--- src/rtl/syn_fifo_v2_nb.sv ---
// Synchronous FIFO with simultaneous read/write, occupancy count, almost-full/empty thresholds
// and registered read data. Optional sticky error flags are built when SYN_FIFO_ERR_FLAGS_EN is defined.
module syn_fifo_v2_nb #(
    parameter int BUS_WIDTH     = 8,
    parameter int FIFO_DEPTH    = 8,
    parameter int AFULL_THRESH  = FIFO_DEPTH - 2,
    parameter int AEMPTY_THRESH = 2
) (
    input  logic                           CLK,
    input  logic                           RSTn,
    input  logic [BUS_WIDTH-1:0]           DATA_IN,
    input  logic                           WR_EN,
    input  logic                           RD_EN,
    output logic [BUS_WIDTH-1:0]           DATA_OUT,
    output logic                           DATA_VALID,
    output logic                           FULL,
    output logic                           EMPTY,
    output logic                           ALMOST_FULL,
    output logic                           ALMOST_EMPTY,
    output logic [$clog2(FIFO_DEPTH):0]    COUNT,
    output logic                           OVERFLOW,
    output logic                           UNDERFLOW
);

    localparam int CW = $clog2(FIFO_DEPTH);
    localparam logic [CW:0]   DEPTH_C  = (CW+1)'(FIFO_DEPTH);
    localparam logic [CW:0]   AFULL_C  = (CW+1)'(AFULL_THRESH);
    localparam logic [CW:0]   AEMPTY_C = (CW+1)'(AEMPTY_THRESH);
    localparam logic [CW-1:0] LAST_PTR = CW'(FIFO_DEPTH - 1);

    logic [BUS_WIDTH-1:0] mem [FIFO_DEPTH];
    logic [CW-1:0]        wr_ptr;
    logic [CW-1:0]        rd_ptr;
    logic [CW:0]          count;
    logic                 rd_acc;
    logic                 wr_acc;

    // A full FIFO still takes a write when a read frees a slot in the same cycle.
    assign rd_acc = RD_EN && (count != '0);
    assign wr_acc = WR_EN && ((count != DEPTH_C) || rd_acc);

    always_ff @(posedge CLK) begin
        if (wr_acc) begin
            mem[wr_ptr] <= DATA_IN;
        end
    end

    always_ff @(posedge CLK or negedge RSTn) begin
        if (!RSTn) begin
            wr_ptr <= '0;
            rd_ptr <= '0;
        end else begin
            if (wr_acc) begin
                wr_ptr <= (wr_ptr == LAST_PTR) ? '0 : wr_ptr + 1'b1;
            end
            if (rd_acc) begin
                rd_ptr <= (rd_ptr == LAST_PTR) ? '0 : rd_ptr + 1'b1;
            end
        end
    end

    always_ff @(posedge CLK or negedge RSTn) begin
        if (!RSTn) begin
            count <= '0;
        end else begin
            case ({wr_acc, rd_acc})
                2'b10:   count <= count + 1'b1;
                2'b01:   count <= count - 1'b1;
                default: count <= count;
            endcase
        end
    end

    always_ff @(posedge CLK or negedge RSTn) begin
        if (!RSTn) begin
            DATA_OUT   <= '0;
            DATA_VALID <= 1'b0;
        end else begin
            DATA_VALID <= rd_acc;
            if (rd_acc) begin
                DATA_OUT <= mem[rd_ptr];
            end
        end
    end

    assign COUNT        = count;
    assign FULL         = (count == DEPTH_C);
    assign EMPTY        = (count == '0);
    assign ALMOST_FULL  = (count >= AFULL_C);
    assign ALMOST_EMPTY = (count <= AEMPTY_C);

`ifdef SYN_FIFO_ERR_FLAGS_EN
    // Sticky until reset; a rejected write or a read of an empty FIFO latches the error.
    always_ff @(posedge CLK or negedge RSTn) begin
        if (!RSTn) begin
            OVERFLOW  <= 1'b0;
            UNDERFLOW <= 1'b0;
        end else begin
            if (WR_EN && !wr_acc) begin
                OVERFLOW <= 1'b1;
            end
            if (RD_EN && (count == '0)) begin
                UNDERFLOW <= 1'b1;
            end
        end
    end
`else
    assign OVERFLOW  = 1'b0;
    assign UNDERFLOW = 1'b0;
`endif

endmodule

--- config.mk ---
export PLATFORM = sky130hd
export DESIGN_NAME = syn_fifo_v2_nb
export DESIGN_NICKNAME = d
export VERILOG_FILES = /design/src/rtl/syn_fifo_v2_nb.sv
export SDC_FILE = /design/constraint.sdc
export NUM_CORES = 1
export LEC_CHECK = 0
export CORE_MARGIN = 2
export CORE_UTILIZATION = 50
export CTS_CLUSTER_DIAMETER = 80
export DETAILED_ROUTE_END_ITERATION = 8
export PLACE_DENSITY_LB_ADDON = 0.2
export REMOVE_ABC_BUFFERS = 1
export SLEW_MARGIN = 0
export SYNTH_ARGS = -nofsm -noshare
export SYNTH_HDL_FRONTEND = slang
export SYNTH_SLANG_ARGS = --single-unit
--- constraint.sdc ---
create_clock -name CLK -period 2.59 [get_ports CLK]
set_input_delay 0.259 -clock CLK [delete_from_list [all_inputs] [get_ports CLK]]
set_output_delay 0.259 -clock CLK [all_outputs]
set_load 0.1 [all_outputs]
==> Word-level counts from Yosys, hierarchy flattened <==
Memories as Yosys holds them, arrays and structs flattened. A register that Yosys moved wholly into a read port is not among the register bits.
Index checks and enable logic that the tools add are counted.
{ "classes": {"addsub": 4, "order_cmp": 2, "eq_ne": 6, "n_mux": 5, "reduce_logical": 7} }
{ "op_table": {"columns": ["operator", "n"], "rows": [
  ["$pmux 4 s2", 1],
  ["$add 3x1->3 const B", 2],
  ["$eq 3x3->1 const B", 2],
  ["$mux 3", 2],
  ["$add 4x1->4 const B", 1],
  ["$eq 4x4->1 const B", 1],
  ["$ge 4x3->1 const B", 1],
  ["$le 4x2->1 const B", 1],
  ["$logic_not 4->1", 1],
  ["$ne 4x4->1 const B", 1],
  ["$reduce_bool 4->1", 1],
  ["$sub 4x1->4 const B", 1],
  ["$eq 2x1->1 const B", 1],
  ["$eq 2x2->1 const B", 1],
  ["$logic_and 1x1->1", 2],
  ["$mux 1", 2],
  ["$reduce_bool 2->1", 1],
  ["$logic_not 1->1", 1],
  ["$logic_or 1x1->1", 1]
]} }
{ "totals": {"ff_bits": 11, "ram_bits": 64, "output_inout_bits": 19, "word_cells": 29, "mem_count": 1} }
{ "memory_table": {"columns": ["memory", "depth", "width", "rd", "rd_ports_with_merged_regs", "wr", "line_no", "rtl"], "rows": [
  ["mem", 8, 8, 1, 1, 1, "31", "logic [BUS_WIDTH-1:0] mem [FIFO_DEPTH];"]
]} }

==> Logic depth before layout (Yosys ltp) <==
{ "depth": {"ltp_word": 6, "ltp_mapped": 10} }

==> Worst setup path before layout <==
OpenSTA, ideal clock, no wires.
{ "synth_timing": {"kind": "register to register", "start": "register count[1] (netlist: COUNT[1])", "end": "register count[3] (netlist: COUNT[3])", "arrival_ns": 5.703, "required_ns": 2.439, "slack_ns": -3.264, "path_stages_with_launch": 11, "synth_period_minus_slack_ns": 5.854, "path_cell_list": "dfrtp_1 -> nor4_1 -> nand2b_1 -> clkbuf_1 -> inv_1 -> ha_1 -> ha_1 -> inv_1 -> nor4_1 -> nand4b_1 -> o311ai_0"} }
{ "synth_via": {"elab_chain_len": 6, "elab_cells_between_ends": 11, "classes_between": "add/sub (2); eq/ne (3); mux (1); reduce/logical (5)"} }
{ "synth_rtl": {"columns": ["item", "line_no", "rtl"], "rows": [
  ["start, declared", "34", "logic [CW:0] count;"],
  ["start signal, assigned", "67", "2'b10: count <= count + 1'b1;"],
  ["start signal, assigned", "68", "2'b01: count <= count - 1'b1;"],
  ["start signal, assigned", "69", "default: count <= count;"],
  ["$reduce_bool 4->1 (*)", "39", "assign rd_acc = RD_EN && (count != '0);"],
  ["$logic_and 1x1->1 (*)", "39", null],
  ["via rd_acc", "35", "logic rd_acc;"],
  ["$logic_or 1x1->1", "40", "assign wr_acc = WR_EN && ((count != DEPTH_C) || rd_acc);"],
  ["$logic_and 1x1->1", "40", null],
  ["$eq 2x1->1 / $eq 2x2->1 (equally long branches)", "66", "case ({wr_acc, rd_acc})"],
  ["$pmux 4 s2 / $reduce_bool 2->1 (equally long branches)", null, null]
]} }
Mark *: on every way through the listed nets, which the timed path passes. The rest lies on a longest branch.
A chain may end at the register's enable or synchronous reset.

==> Worst setup path after layout <==
{ "layout_timing": {"start": "register count[1] (netlist: COUNT[1])", "end": "register count[3] (netlist: COUNT[3])"} }
{ "layout_via": {"elab_chain_len": 6, "elab_cells_between_ends": 11, "classes_between": "add/sub (2); eq/ne (3); mux (1); reduce/logical (5)"} }
{ "layout_rtl": {"columns": ["item", "line_no"], "rows": [
  ["$reduce_bool 4->1", "39"],
  ["$logic_and 1x1->1", "39"],
  ["$logic_or 1x1->1", "40"],
  ["$logic_and 1x1->1", "40"],
  ["$eq 2x1->1 / $eq 2x2->1 (equally long branches)", "66"],
  ["$pmux 4 s2 / $reduce_bool 2->1 (equally long branches)", null]
]} }
Parallel ways exist; a longest one is shown, timed or not.

==> flow_summary.html <==
<table>
<tr><th>Metric</th><th>Value</th></tr>
<tr><th colspan="2">Clock tree</th></tr>
<tr><td>H-tree Lvls</td><td>3</td></tr>
<tr><td>Clock Sink Count</td><td>83</td></tr>
<tr><td>Clk root buf</td><td>sky130_fd_sc_hd__clkbuf_8</td></tr>
<tr><td>Inserted Clock Buffers</td><td>9</td></tr>
<tr><td>Post-CTS Repair Setup Buffers</td><td>0</td></tr>
<tr><td>Quantity of hold-fixing buffers added after cts</td><td>0</td></tr>
<tr><td>Latest clock arrival within the worst-skew pair</td><td>0.34 ns</td></tr>
<tr><td>CTS tree</td><td>built</td></tr>
<tr><td>Maximum root-to-sink buffer count</td><td>2</td></tr>
<tr><td>Number of gates resized after CTS</td><td>0</td></tr>
<tr><td>Post-CTS clock slew at the launch and capture registers of the worst setup and hold paths</td><td>0.09 ns</td></tr>
<tr><th colspan="2">Final layout</th></tr>
<tr><td>Diodes inserted</td><td>0</td></tr>
<tr><td>Register cell area after layout</td><td>0.00240 sq mm</td></tr>
<tr><td>Post-layout net count</td><td>280</td></tr>
<tr><td>Final-layout fill cell count</td><td>533</td></tr>
<tr><td>Fin cells</td><td>345</td></tr>
<tr><td>Synth-to-Final Area Change</td><td>16.6%</td></tr>
<tr><td>Area of the multi-input gates</td><td>982 sq um</td></tr>
<tr><td>Share of layout cells above drive strength 1</td><td>24.9%</td></tr>
<tr><th colspan="2">Setup path</th></tr>
<tr><td>Worst path most repeated cell</td><td>sky130_fd_sc_hd__ha_1</td></tr>
<tr><td>Cell type of the slowest stage on the worst timing path</td><td>sky130_fd_sc_hd__or4b_4</td></tr>
<tr><td>Worst stage delay on the critical path</td><td>0.60 ns</td></tr>
<tr><td>Largest delay contributor family on the critical path</td><td>compound AO/OA/AOI/OAI gates</td></tr>
<tr><td>Critical Setup Path Class</td><td>reg -&gt; reg</td></tr>
<tr><td>Worst endpoint data arrival time</td><td>2.64 ns</td></tr>
<tr><td>Highest net fanout along the worst path</td><td>7</td></tr>
<tr><td>Worst path cell trace</td><td>or4b_4 &gt; o21ai_4 &gt; ha_1 &gt; ha_1 &gt; a21oi_1 &gt; o21ai_0 &gt; o311ai_0</td></tr>
<tr><td>CP required</td><td>2.83 ns</td></tr>
<tr><td>Startpoint of the worst register-to-register path</td><td>COUNT[1]$_DFFE_PN0P_</td></tr>
<tr><td>CP Launch Type</td><td>flip-flop</td></tr>
<tr><td>Setup crit end kind</td><td>flip-flop</td></tr>
<tr><td>Buffers &amp; Inverters on Critical Path</td><td>0</td></tr>
<tr><td>Launching instance or port of the critical path</td><td>COUNT[1]$_DFFE_PN0P_</td></tr>
<tr><th colspan="2">Synthesis</th></tr>
<tr><td>Yosys top cell area share</td><td>55.5%</td></tr>
<tr><td>Synthesis warning total</td><td>0</td></tr>
<tr><td>Most frequent cell after synthesis</td><td>sky130_fd_sc_hd__edfxtp_1</td></tr>
<tr><td>Share of flip-flops with an asynchronous set or reset after synthesis</td><td>22.9%</td></tr>
<tr><td>Area contributors post-synth</td><td>sky130_fd_sc_hd__edfxtp_1, sky130_fd_sc_hd__dfrtp_1, sky130_fd_sc_hd__mux2_2</td></tr>
<tr><td>Library cell occupying the most area in the post-synthesis netlist</td><td>sky130_fd_sc_hd__edfxtp_1</td></tr>
<tr><td>Yosys cell types</td><td>35</td></tr>
<tr><td>Flip-flop and latch count after synthesis</td><td>83</td></tr>
<tr><td>List of most frequent post-synthesis cells</td><td>sky130_fd_sc_hd__edfxtp_1, sky130_fd_sc_hd__dfrtp_1, sky130_fd_sc_hd__mux2_2, sky130_fd_sc_hd__mux2i_1, sky130_fd_sc_hd__nand2_1</td></tr>
<tr><td>Post-Syn Instances</td><td>220</td></tr>
<tr><td>Fraction of the yosys area taken by sequential cells</td><td>69.2%</td></tr>
<tr><td>Top flip-flop cell by instance count after synthesis</td><td>sky130_fd_sc_hd__edfxtp_1</td></tr>
<tr><td>Mapped Avg Cell Area</td><td>15.8 sq um</td></tr>
<tr><td>Number of synthesized flops with an enable pin</td><td>64</td></tr>
<tr><td>Netlist area before placement</td><td>0.00347 sq mm</td></tr>
<tr><th colspan="2">Global routing</th></tr>
<tr><td>First-pass GRT wire length</td><td>9820 microns</td></tr>
<tr><td>Leftover overflow at the end of global routing</td><td>0</td></tr>
<tr><td>Number of antenna violations at the first check in global routing</td><td>0</td></tr>
<tr><td>Combined global-route utilization of all metal layers</td><td>18.1%</td></tr>
<tr><td>Number of global-route vias before repair</td><td>1882</td></tr>
<tr><td>Largest net degree at the start of global routing</td><td>36</td></tr>
<tr><th colspan="2">Status</th></tr>
<tr><td>Run status</td><td>finished, final reports clean</td></tr>
<tr><th colspan="2">STA</th></tr>
<tr><td>Unrepaired setup endpoints after global routing</td><td>no</td></tr>
<tr><td>Maximum clock frequency</td><td>0.416 GHz</td></tr>
<tr><td>Worst slew margin</td><td>33.6%</td></tr>
<tr><td>Final Hold Viols</td><td>0</td></tr>
<tr><td>Total count of max-transition violations in the final report</td><td>0</td></tr>
<tr><td>Actual transition at the worst max-transition pin</td><td>0.992 ns</td></tr>
<tr><td>Worst setup skew after layout</td><td>0.00955 ns</td></tr>
<tr><td>Time the final worst path needs with I/O delays and setup</td><td>2.40 ns</td></tr>
<tr><td>Post-route fraction of the period consumed by the critical path</td><td>92.8%</td></tr>
<tr><td>Final setup vio count</td><td>0</td></tr>
<tr><th colspan="2">Min path</th></tr>
<tr><td>Worst min-delay path category</td><td>in -&gt; async</td></tr>
<tr><th colspan="2">Run</th></tr>
<tr><td>Count of max-cap constraint violations</td><td>0</td></tr>
<tr><th colspan="2">Floorplanning</th></tr>
<tr><td>DIE HEIGHT</td><td>87.3 microns</td></tr>
<tr><td>Core Area</td><td>0.00676 sq mm</td></tr>
<tr><td>Io pins</td><td>31</td></tr>
<tr><td>Die Span X</td><td>87.3 microns</td></tr>
<tr><td>Total number of placement rows</td><td>30</td></tr>
<tr><td>Effective utilization at floorplan</td><td>51.3%</td></tr>
<tr><td>Die area</td><td>0.00761 sq mm</td></tr>
<tr><th colspan="2">Detailed routing</th></tr>
<tr><td>Routed vias/inst</td><td>5.53</td></tr>
<tr><td>Detailed-router iteration count before antenna repair</td><td>5</td></tr>
<tr><td>DRT Wirelength</td><td>6320 microns</td></tr>
<tr><td>Antenna Nets Post-Route</td><td>0</td></tr>
<tr><td>WL per Instance</td><td>18.3 microns</td></tr>
<tr><td>DR vias</td><td>1907</td></tr>
<tr><td>DRC violation count after routing</td><td>0</td></tr>
<tr><td>Detailed Route Iter0 Violations</td><td>166</td></tr>
<tr><th colspan="2">Place</th></tr>
<tr><td>Buffers on Ports</td><td>28</td></tr>
<tr><td>Number of cells after detailed placement</td><td>329</td></tr>
<tr><td>Half-perimeter wire length after detailed placement</td><td>3980 microns</td></tr>
<tr><td>Routability-driven placement congestion ratio</td><td>0.789</td></tr>
</table>
==> layout by cell type, fill, tap and decap left out, types with 2 or more instances in the layout <==
cell / n
sky130_fd_sc_hd__mux2i_1: 17
sky130_fd_sc_hd__o21ai_0: 11
sky130_fd_sc_hd__nand2b_1: 5
sky130_fd_sc_hd__clkbuf_8: 9
sky130_fd_sc_hd__nor2_1: 4
sky130_fd_sc_hd__nand2_1: 12
sky130_fd_sc_hd__a21o_1: 3
sky130_fd_sc_hd__buf_4: 28
sky130_fd_sc_hd__edfxtp_1: 64
sky130_fd_sc_hd__dfrtp_1: 19
sky130_fd_sc_hd__mux2_2: 18
sky130_fd_sc_hd__ha_1: 7
sky130_fd_sc_hd__a221o_1: 8
sky130_fd_sc_hd__nor3_1: 7
sky130_fd_sc_hd__clkdlybuf4s50_1: 11
sky130_fd_sc_hd__bufinv_16: 2
sky130_fd_sc_hd__conb_1: 2
sky130_fd_sc_hd__mux2_4: 2
sky130_fd_sc_hd__o22ai_1: 8
sky130_fd_sc_hd__inv_1: 7
sky130_fd_sc_hd__nor4_1: 2
sky130_fd_sc_hd__clkinvlp_4: 2
==> final timing paths <==
check / slack [ns] / cells after the start / endpoint
min reg2reg: 0.49 / 2 / DATA_OUT[1]$_DFFE_PN0P_
min: 0.43 / 1 / wr_ptr[0]$_DFFE_PN0P_
max in group asynchronous: 1.60 / 1 / DATA_OUT[4]$_DFFE_PN0P_
max reg2reg: 0.19 / 7 / COUNT[3]$_DFFE_PN0P_
max: 0.19 / 7 / COUNT[3]$_DFFE_PN0P_
min in group CLK: 0.49 / 2 / DATA_OUT[1]$_DFFE_PN0P_
==> layout make-up <==
cell class                      instances  share of cell area (%)
Tap cell                               80                    2.48
Multi-Input combinational cell        120                    24.3
Clock buffer                            9                    3.06
Clock inverter                          7                    2.29
Inverter                                7                   0.650
Sequential cell                        83                    59.3
Timing Repair Buffer                   39                    7.92
==> registers in the layout, summed over array words and instances, names as in the netlist <==
name,count
DATA_VALID,1
wr_ptr,3
DATA_OUT,8
COUNT,4
mem,64
rd_ptr,3
==> per-stage QoR <==
stage	area [sq um]	utilization (%)	hold WS, ns	setup WS, ns	setup TNS, ns
floorplan	3400	-	-0.0366	-3.31	-41.61
global placement	3830	56.6	0.464	0.242	0
detailed placement	3830	56.6	0.473	0.190	0
CTS	4040	59.8	0.464	0.171	0
global route	4040	59.8	0.510	0.00618	0
finish	4040	59.8	0.426	0.187	0
==> layer usage <==
layer / global-route usage (%) / vias to the layer above / wire length, microns
met4: 6.71 / 0 / 76
met1: 25.1 / 949 / 2910
met3: 4.55 / 6 / 200
met2: 27.8 / 28 / 3140
li1: - / 924 / -
met5: 0 / - / 0
==> cell families (layout without fill, tap and decap cells) <==
| kind of cell | count (synthesis) | after routing | synth area share [%] |
|---|---|---|---|
| mux | 37 | 37 | 11.6 |
| fa+ha+maj | 8 | 8 | 3.10 |
| xor+xnor | 2 | 2 | 0.506 |
| compound gates | 35 | 35 | 7.29 |
| buf+inv | 18 | 62 | 2.78 |
| flops | 83 | 83 | 69.2 |
| simple gates | 36 | 36 | 5.42 |
| other cells | 1 | 2 | 0.108 |
Power is not shown: default switching activity piles up to over one toggle a cycle in this logic, so the estimate is an artifact.
